[src/rtl/matrd_stream_if.sv]
// Handshake bundle for matrd_stream: parallel matrix capture side and
// element-wise valid/ready output stream.
interface matrd_stream_if #(
    parameter int unsigned rsize  = 2,
    parameter int unsigned csize  = 3,
    parameter int unsigned dwidth = 32
);
    localparam int unsigned rw = (rsize > 1) ? $clog2(rsize) : 1;
    localparam int unsigned cw = (csize > 1) ? $clog2(csize) : 1;

    logic [rsize-1:0][csize-1:0][dwidth-1:0] mat;
    logic                                    mat_valid;
    logic                                    mat_ready;
    logic [dwidth-1:0]                       out_data;
    logic [rw-1:0]                           out_row;
    logic [cw-1:0]                           out_col;
    logic                                    out_eol;
    logic                                    out_last;
    logic                                    out_valid;
    logic                                    out_ready;
    logic                                    busy;

    // Producer of matrices / consumer of elements.
    modport master (
        output mat, mat_valid, out_ready,
        input  mat_ready, out_data, out_row, out_col, out_eol, out_last, out_valid, busy
    );

    // The streamer itself.
    modport slave (
        input  mat, mat_valid, out_ready,
        output mat_ready, out_data, out_row, out_col, out_eol, out_last, out_valid, busy
    );
endinterface

[src/rtl/matrd_stream.sv]
// Captures a whole rsize x csize matrix in one cycle, then emits it
// row-major, one element per valid/ready handshake, with row/col indices
// and end-of-row / end-of-matrix flags.
module matrd_stream #(
    parameter int unsigned rsize  = 2,
    parameter int unsigned csize  = 3,
    parameter int unsigned dwidth = 32
) (
    input logic        clk,
    input logic        rst_n,
    matrd_stream_if.slave bus
);
    localparam int unsigned rw = (rsize > 1) ? $clog2(rsize) : 1;
    localparam int unsigned cw = (csize > 1) ? $clog2(csize) : 1;

    typedef enum logic {StIdle, StStream} state_e;

    state_e                                  state_q, state_d;
    logic [rw-1:0]                           row_q, row_nx;
    logic [cw-1:0]                           col_q, col_nx;
    logic [dwidth-1:0]                       data_q;
    logic [rsize-1:0][csize-1:0][dwidth-1:0] buf_q;
    logic                                    capture;
    logic                                    xfer;
    logic                                    col_end;
    logic                                    row_end;

    assign capture = (state_q == StIdle) && bus.mat_valid;
    assign xfer    = (state_q == StStream) && bus.out_ready;
    assign col_end = (col_q == cw'(csize - 1));
    assign row_end = (row_q == rw'(rsize - 1));

    // State register.
    always_ff @(posedge clk or negedge rst_n) begin
        if (!rst_n) begin
            state_q <= StIdle;
        end else begin
            state_q <= state_d;
        end
    end

    // Next state: leave IDLE on capture, return after the last element is taken.
    always_comb begin
        state_d = state_q;
        unique case (state_q)
            StIdle:   if (bus.mat_valid) state_d = StStream;
            StStream: if (xfer && col_end && row_end) state_d = StIdle;
            default:  state_d = StIdle;
        endcase
    end

    // Position of the element following the current one (row-major walk).
    always_comb begin
        row_nx = row_q;
        col_nx = col_q + 1'b1;
        if (col_end) begin
            row_nx = row_q + 1'b1;
            col_nx = '0;
        end
    end

    // Matrix buffer; contents are only meaningful after a capture.
    always_ff @(posedge clk) begin
        if (capture) begin
            buf_q <= bus.mat;
        end
    end

    // Index and element registers; data is fetched on the same edge as the index moves.
    always_ff @(posedge clk or negedge rst_n) begin
        if (!rst_n) begin
            row_q  <= '0;
            col_q  <= '0;
            data_q <= '0;
        end else if (capture) begin
            row_q  <= '0;
            col_q  <= '0;
            data_q <= bus.mat[0][0];
        end else if (xfer) begin
            if (col_end && row_end) begin
                row_q <= '0;
                col_q <= '0;
            end else begin
                row_q  <= row_nx;
                col_q  <= col_nx;
                data_q <= buf_q[row_nx][col_nx];
            end
        end
    end

    // Outputs; flags are gated by STREAM so an idle block never shows eol/last.
    always_comb begin
        bus.mat_ready = (state_q == StIdle);
        bus.busy      = (state_q == StStream);
        bus.out_valid = (state_q == StStream);
        bus.out_data  = data_q;
        bus.out_row   = row_q;
        bus.out_col   = col_q;
        bus.out_eol   = (state_q == StStream) && col_end;
        bus.out_last  = (state_q == StStream) && col_end && row_end;
    end
endmodule

[src/flat_wrapper.sv]
// flat-port wrapper written by rule: the top's interface ports become plain ports
module matrd_stream_flat 
#(
    parameter int unsigned rsize  = 2,
    parameter int unsigned csize  = 3,
    parameter int unsigned dwidth = 32
)
  (clk, rst_n, bus_mat, bus_mat_valid, bus_out_ready, bus_mat_ready, bus_out_data, bus_out_row, bus_out_col, bus_out_eol, bus_out_last, bus_out_valid, bus_busy);
  matrd_stream_if #(.rsize(rsize), .csize(csize), .dwidth(dwidth)) bus_i ();
  input logic clk;
  input logic rst_n;
  input wire logic [$bits(bus_i.mat)-1:0] bus_mat;
  input wire logic [$bits(bus_i.mat_valid)-1:0] bus_mat_valid;
  input wire logic [$bits(bus_i.out_ready)-1:0] bus_out_ready;
  output wire logic [$bits(bus_i.mat_ready)-1:0] bus_mat_ready;
  output wire logic [$bits(bus_i.out_data)-1:0] bus_out_data;
  output wire logic [$bits(bus_i.out_row)-1:0] bus_out_row;
  output wire logic [$bits(bus_i.out_col)-1:0] bus_out_col;
  output wire logic [$bits(bus_i.out_eol)-1:0] bus_out_eol;
  output wire logic [$bits(bus_i.out_last)-1:0] bus_out_last;
  output wire logic [$bits(bus_i.out_valid)-1:0] bus_out_valid;
  output wire logic [$bits(bus_i.busy)-1:0] bus_busy;
  assign bus_i.mat = bus_mat;
  assign bus_i.mat_valid = bus_mat_valid;
  assign bus_i.out_ready = bus_out_ready;
  assign bus_mat_ready = bus_i.mat_ready;
  assign bus_out_data = bus_i.out_data;
  assign bus_out_row = bus_i.out_row;
  assign bus_out_col = bus_i.out_col;
  assign bus_out_eol = bus_i.out_eol;
  assign bus_out_last = bus_i.out_last;
  assign bus_out_valid = bus_i.out_valid;
  assign bus_busy = bus_i.busy;
  matrd_stream #(.rsize(rsize), .csize(csize), .dwidth(dwidth)) u_core (.clk(clk), .rst_n(rst_n), .bus(bus_i));
endmodule
[config.mk]
export PLATFORM = sky130hd
export DESIGN_NAME = matrd_stream_flat
export DESIGN_NICKNAME = d
export VERILOG_FILES = /design/src/rtl/matrd_stream_if.sv /design/src/rtl/matrd_stream.sv /design/src/flat_wrapper.sv
export SDC_FILE = /design/constraint.sdc
export NUM_CORES = 1
export LEC_CHECK = 0
export ABC_AREA = 1
export CORE_MARGIN = 2
export CORE_UTILIZATION = 50
export CTS_CLUSTER_DIAMETER = 60
export DETAILED_ROUTE_END_ITERATION = 8
export PLACE_DENSITY = 0.79
export SYNTH_ARGS = -nofsm -noshare
export SYNTH_HDL_FRONTEND = slang
export SYNTH_SLANG_ARGS = --single-unit
[constraint.sdc]
create_clock -name clk -period 5 [get_ports clk]
set_input_delay 1.5 -clock clk [delete_from_list [all_inputs] [get_ports clk]]
set_output_delay 1.5 -clock clk [all_outputs]
set_load 0.02 [all_outputs]
==> tab_implementation.tex <==
\begin{tabular}{lr}
\hline
Metric & Value \\
\hline
\multicolumn{2}{l}{\textbf{Yosys}} \\
Net count of the mapped netlist & 1113 \\
Synth warnings & 0 \\
Post-synthesis cell type count & 22 \\
Largest cells by area after synthesis & sky130\_fd\_sc\_hd\_\_edfxtp\_1, sky130\_fd\_sc\_hd\_\_nand2\_1, sky130\_fd\_sc\_hd\_\_dfrtp\_1 \\
Post-synthesis share of cell area spent on full adders, half adders and majority gates & 0.00131 \\
Main combinational cell family by area after synthesis & simple AND/OR/NAND/NOR gates \\
Simple logic cell fraction of the synthesized area & 0.188 \\
Seq/Total Area, Yosys & 0.699 \\
Library cell with the largest summed area after synthesis & sky130\_fd\_sc\_hd\_\_edfxtp\_1 \\
Synth Area in XOR/XNOR & 0 \\
Portion of netlist area occupied by mux cells & 0 \\
Fraction of post-synthesis cell area in the top cell type by area & 0.604 \\
Cell Area, Synth & 9540 um2 \\
Synth Area per Inst & 10.4 um2 \\
Compound-cell area share of the yosys netlist & 0.0372 \\
Post-synthesis instance total & 916 \\
Yosys reg bits & 228 \\
\multicolumn{2}{l}{\textbf{Floorplanning}} \\
Total I/O pin count & 236 \\
FP Rows & 50 \\
Overall die width & 142 um \\
Effective utilization at floorplan & 0.510 \\
Std-Cell Core Area & 18700 um2 \\
Die outline height & 142 um \\
Die outline area & 20200 um2 \\
\multicolumn{2}{l}{\textbf{Run status}} \\
Status & finished clean \\
\multicolumn{2}{l}{\textbf{Route}} \\
Iteration count of the initial detailed-routing pass & 5 \\
Antenna-violating nets left & 0 \\
Mean routed wirelength per cell & 17.5 um \\
Number of DRC markers in iteration 0 & 523 \\
Via count normalized by instance count & 5.15 \\
Routed via count & 7188 \\
Total length of routed wires & 24400 um \\
Remaining design rule violation count & 0 \\
\multicolumn{2}{l}{\textbf{Clock network}} \\
Clk sink count & 228 \\
Postcts setup bufs & 0 \\
Number of buffers added to fix hold violations after cts & 0 \\
Post\_cts resized & 0 \\
Buffers from clock root to sink, at most & 3 \\
Clock-pin slew reported for the worst setup and hold paths after clock tree synthesis & 0.06 ns \\
CTS H-tree lvls & 1 \\
Insertion delay to the later sink of the worst-skew pair & 0.51 ns \\
CTS tree & yes \\
Number of buffers created by CTS & 24 \\
Cell at the root of the clock tree & sky130\_fd\_sc\_hd\_\_clkbuf\_16 \\
\multicolumn{2}{l}{\textbf{STA}} \\
Max frequency & 252 MHz \\
Setup repair after global routing missed its margin & no \\
Count of final setup violators & 0 \\
Setup TNS & 0 ns \\
Relative slew slack & 0.326 \\
Final min period & 3.97 ns \\
Number of pins exceeding their max-slew limit in the final report & 0 \\
Hold violation total from the final report & 0 \\
Crit share post-route & 0.793 \\
Measured slew at the worst slew-check pin & 1.01 ns \\
Worst Skew & 0.0115 ns \\
\multicolumn{2}{l}{\textbf{Setup path}} \\
Peak per-stage delay on the critical path & 0.71 ns \\
Largest delay share family, worst path & buffers and inverters \\
CP Class & reg2out \\
Startpoint of the most critical setup path & u\_core.bus.out\_col[1]\$\_DFFE\_PN0P\_ \\
Critical path's slowest cell & sky130\_fd\_sc\_hd\_\_clkdlybuf4s50\_1 \\
Number of cells on the worst reg-to-reg path & 12 \\
Worst path bufs/invs & 3 \\
Crit path max fanout & 19 \\
CP required & 3.50 ns \\
Worst EP arrival & 2.47 ns \\
Worst Setup End Kind & output port \\
Type of element launching the critical path & flip-flop \\
Capture instance of the worst register-to-register path & u\_core.bus.out\_data[23]\$\_DFFE\_PN0P\_ \\
Worst Setup EP & bus\_out\_eol \\
Setup slack, reg-to-reg & 1.47 ns \\
Critical path depth in cells & 4 \\
Cell Chain, Critical Path & buf\_4, inv\_1, nor3\_1, clkdlybuf4s50\_1 \\
Worst flop-to-flop path startpoint & u\_core.bus.out\_col[1]\$\_DFFE\_PN0P\_ \\
\multicolumn{2}{l}{\textbf{Placed design}} \\
Number of buffers added on ports & 235 \\
Half-perimeter wire length after detailed placement & 16600 um \\
Final weighted congestion of routability-driven global placement & 0.841 \\
\multicolumn{2}{l}{\textbf{Power and ir drop}} \\
Overall power & 0.00718 W \\
Gate power share & 0.414 \\
Worst IR drop on VDD & 438 uV \\
Leakage & 5.50 nW \\
Internal Dissipation & 0.00441 W \\
Clk network pwr share & 0.233 \\
Flop pwr share & 0.353 \\
Switching power & 0.00277 W \\
Power per standard cell area & 559 nW/um2 \\
Switch share & 0.386 \\
\multicolumn{2}{l}{\textbf{Final layout}} \\
Relative area change from synthesis to final layout & 34.6\% \\
Leading cell types in the layout, fill and taps excluded & sky130\_fd\_sc\_hd\_\_nand2\_1, sky130\_fd\_sc\_hd\_\_clkdlybuf4s50\_1, sky130\_fd\_sc\_hd\_\_edfxtp\_1 \\
Nets & 1342 \\
Fraction of final layout cells with drive strength greater than 1 & 0.0473 \\
Total inserted antenna cells & 0 \\
Leading cell type in the layout, fill and taps excluded & sky130\_fd\_sc\_hd\_\_nand2\_1 \\
\multicolumn{2}{l}{\textbf{Global routing}} \\
Initial antenna violation count & 0 \\
Maximum number of pins on one net before global-route repair & 97 \\
Total global-route track usage & 0.236 \\
First-pass GRT wire length & 36600 um \\
Total global routing overflow & 0 \\
Number of global-route vias before repair & 7045 \\
\multicolumn{2}{l}{\textbf{Job}} \\
Count of max-cap constraint violations & 0 \\
\multicolumn{2}{l}{\textbf{Min path}} \\
Class of the most critical hold timing path & reg2reg \\
\hline
\end{tabular}
[cell type report]
cell class	count	area, um2
clock buffer	36	677
multi-input combinational	513	2190
fill	1374	5870
inverter	131	500
clock inverter	8	65.1
sequential	228	6670
timing repair buffer	247	2450
tap	234	293
[through the flow]
stage	worst slack [ns]	instances	hold WS (ns)	utilization	instance area (um2)
6_report	1.03	1397	0.482	0.686	12800
3_3_place_gp	1.25	1353	0.461	0.647	12100
5_1_grt	0.972	1397	0.496	0.686	12800
4_1_cts	1.03	1397	0.481	0.686	12800
3_5_place_dp	1.21	1353	0.464	0.647	12100
2_1_floorplan	0.439	916	0.586	-	9540
[per-layer routing]
layer  GRT usage  vias up  part of all wire  wire length (um)
li1            -     3429                 -                 -
met1       0.311     3367              0.41              9950
met2       0.396      340              0.47             11600
met3      0.0522       52             0.094              2290
met4      0.0700        0             0.025               612
met5           0        -                 0                 0
[registers in the layout, indices dropped and copies added (netlist names)]
| name | cells |
|---|---|
| u_core.bus.out_col | 2 |
| u_core.bus.out_data | 32 |
| u_core.bus.busy | 1 |
| u_core.bus.out_row | 1 |
| u_core.buf_q | 192 |
[how the worst min path moves through the flow]
stage | startpoint | to | slack, ns | cells past startpoint
final | u_core.bus.out_data[1]$_DFFE_PN0P_ | u_core.bus.out_data[1]$_DFFE_PN0P_ | 0.48 | 2
after floorplan | u_core.bus.out_data[31]$_DFFE_PN0P_ | u_core.bus.out_data[31]$_DFFE_PN0P_ | 0.59 | 2
after detailed placement | u_core.bus.out_data[1]$_DFFE_PN0P_ | u_core.bus.out_data[1]$_DFFE_PN0P_ | 0.46 | 2
after CTS | u_core.bus.out_data[1]$_DFFE_PN0P_ | u_core.bus.out_data[1]$_DFFE_PN0P_ | 0.48 | 2
after global placement | u_core.bus.out_data[12]$_DFFE_PN0P_ | u_core.bus.out_data[12]$_DFFE_PN0P_ | 0.46 | 2
after global routing | u_core.bus.out_data[22]$_DFFE_PN0P_ | u_core.bus.out_data[22]$_DFFE_PN0P_ | 0.50 | 2
[synth_stat cells]
master	number
sky130_fd_sc_hd__o21ai_2	1
sky130_fd_sc_hd__inv_2	5
sky130_fd_sc_hd__o22ai_1	1
sky130_fd_sc_hd__edfxtp_1	192
sky130_fd_sc_hd__dfrtp_1	36
sky130_fd_sc_hd__a22oi_1	2
sky130_fd_sc_hd__buf_2	22
sky130_fd_sc_hd__nand3_1	97
sky130_fd_sc_hd__o21ai_1	14
sky130_fd_sc_hd__nor2_1	1
sky130_fd_sc_hd__nor4_1	1
sky130_fd_sc_hd__buf_4	7
sky130_fd_sc_hd__nand2_2	1
sky130_fd_sc_hd__nor2_2	2
sky130_fd_sc_hd__o21ai_0	34
sky130_fd_sc_hd__nor3_1	1
sky130_fd_sc_hd__ha_1	1
sky130_fd_sc_hd__clkbuf_1	14
sky130_fd_sc_hd__a21oi_1	17
sky130_fd_sc_hd__nand2_1	340
sky130_fd_sc_hd__inv_1	126
sky130_fd_sc_hd__buf_1	1
[cell families (layout without fill, tap and decap cells)]
kind of cell / count (synthesis) / in the layout
AO/OA/AOI/OAI: 69 / 69
buffers and inverters: 175 / 422
flip-flops: 228 / 228
adder cells (fa/ha/maj): 1 / 1
AND/OR/NAND/NOR: 443 / 443
[worst register-to-register path, cell delays in order, from the launching register on]
cell and delay [ns]:
sky130_fd_sc_hd__dfrtp_1 0.36, sky130_fd_sc_hd__buf_4 0.22, sky130_fd_sc_hd__inv_1 0.18, sky130_fd_sc_hd__nor2_1 0.09
sky130_fd_sc_hd__ha_4 0.62, sky130_fd_sc_hd__clkinv_2 0.94, sky130_fd_sc_hd__buf_4 0.54, sky130_fd_sc_hd__nand2_1 0.09
sky130_fd_sc_hd__nand3_1 0.07, sky130_fd_sc_hd__nand3_1 0.16, sky130_fd_sc_hd__nand2_1 0.06, sky130_fd_sc_hd__nand2_1 0.06
sky130_fd_sc_hd__nand2_1 0.04
[power groups by stage]
stage	combinational (W)	sequential [W]	clock (W)
after floorplan	0.00176	0.00270	0
after global placement	0.00291	0.00256	0
after detailed placement	0.00299	0.00257	0
after CTS	0.00300	0.00253	0.00170
after global routing	0.00330	0.00255	0.00179
final	0.00297	0.00253	0.00167
No activity file was read; power rests on OpenSTA's default activity.
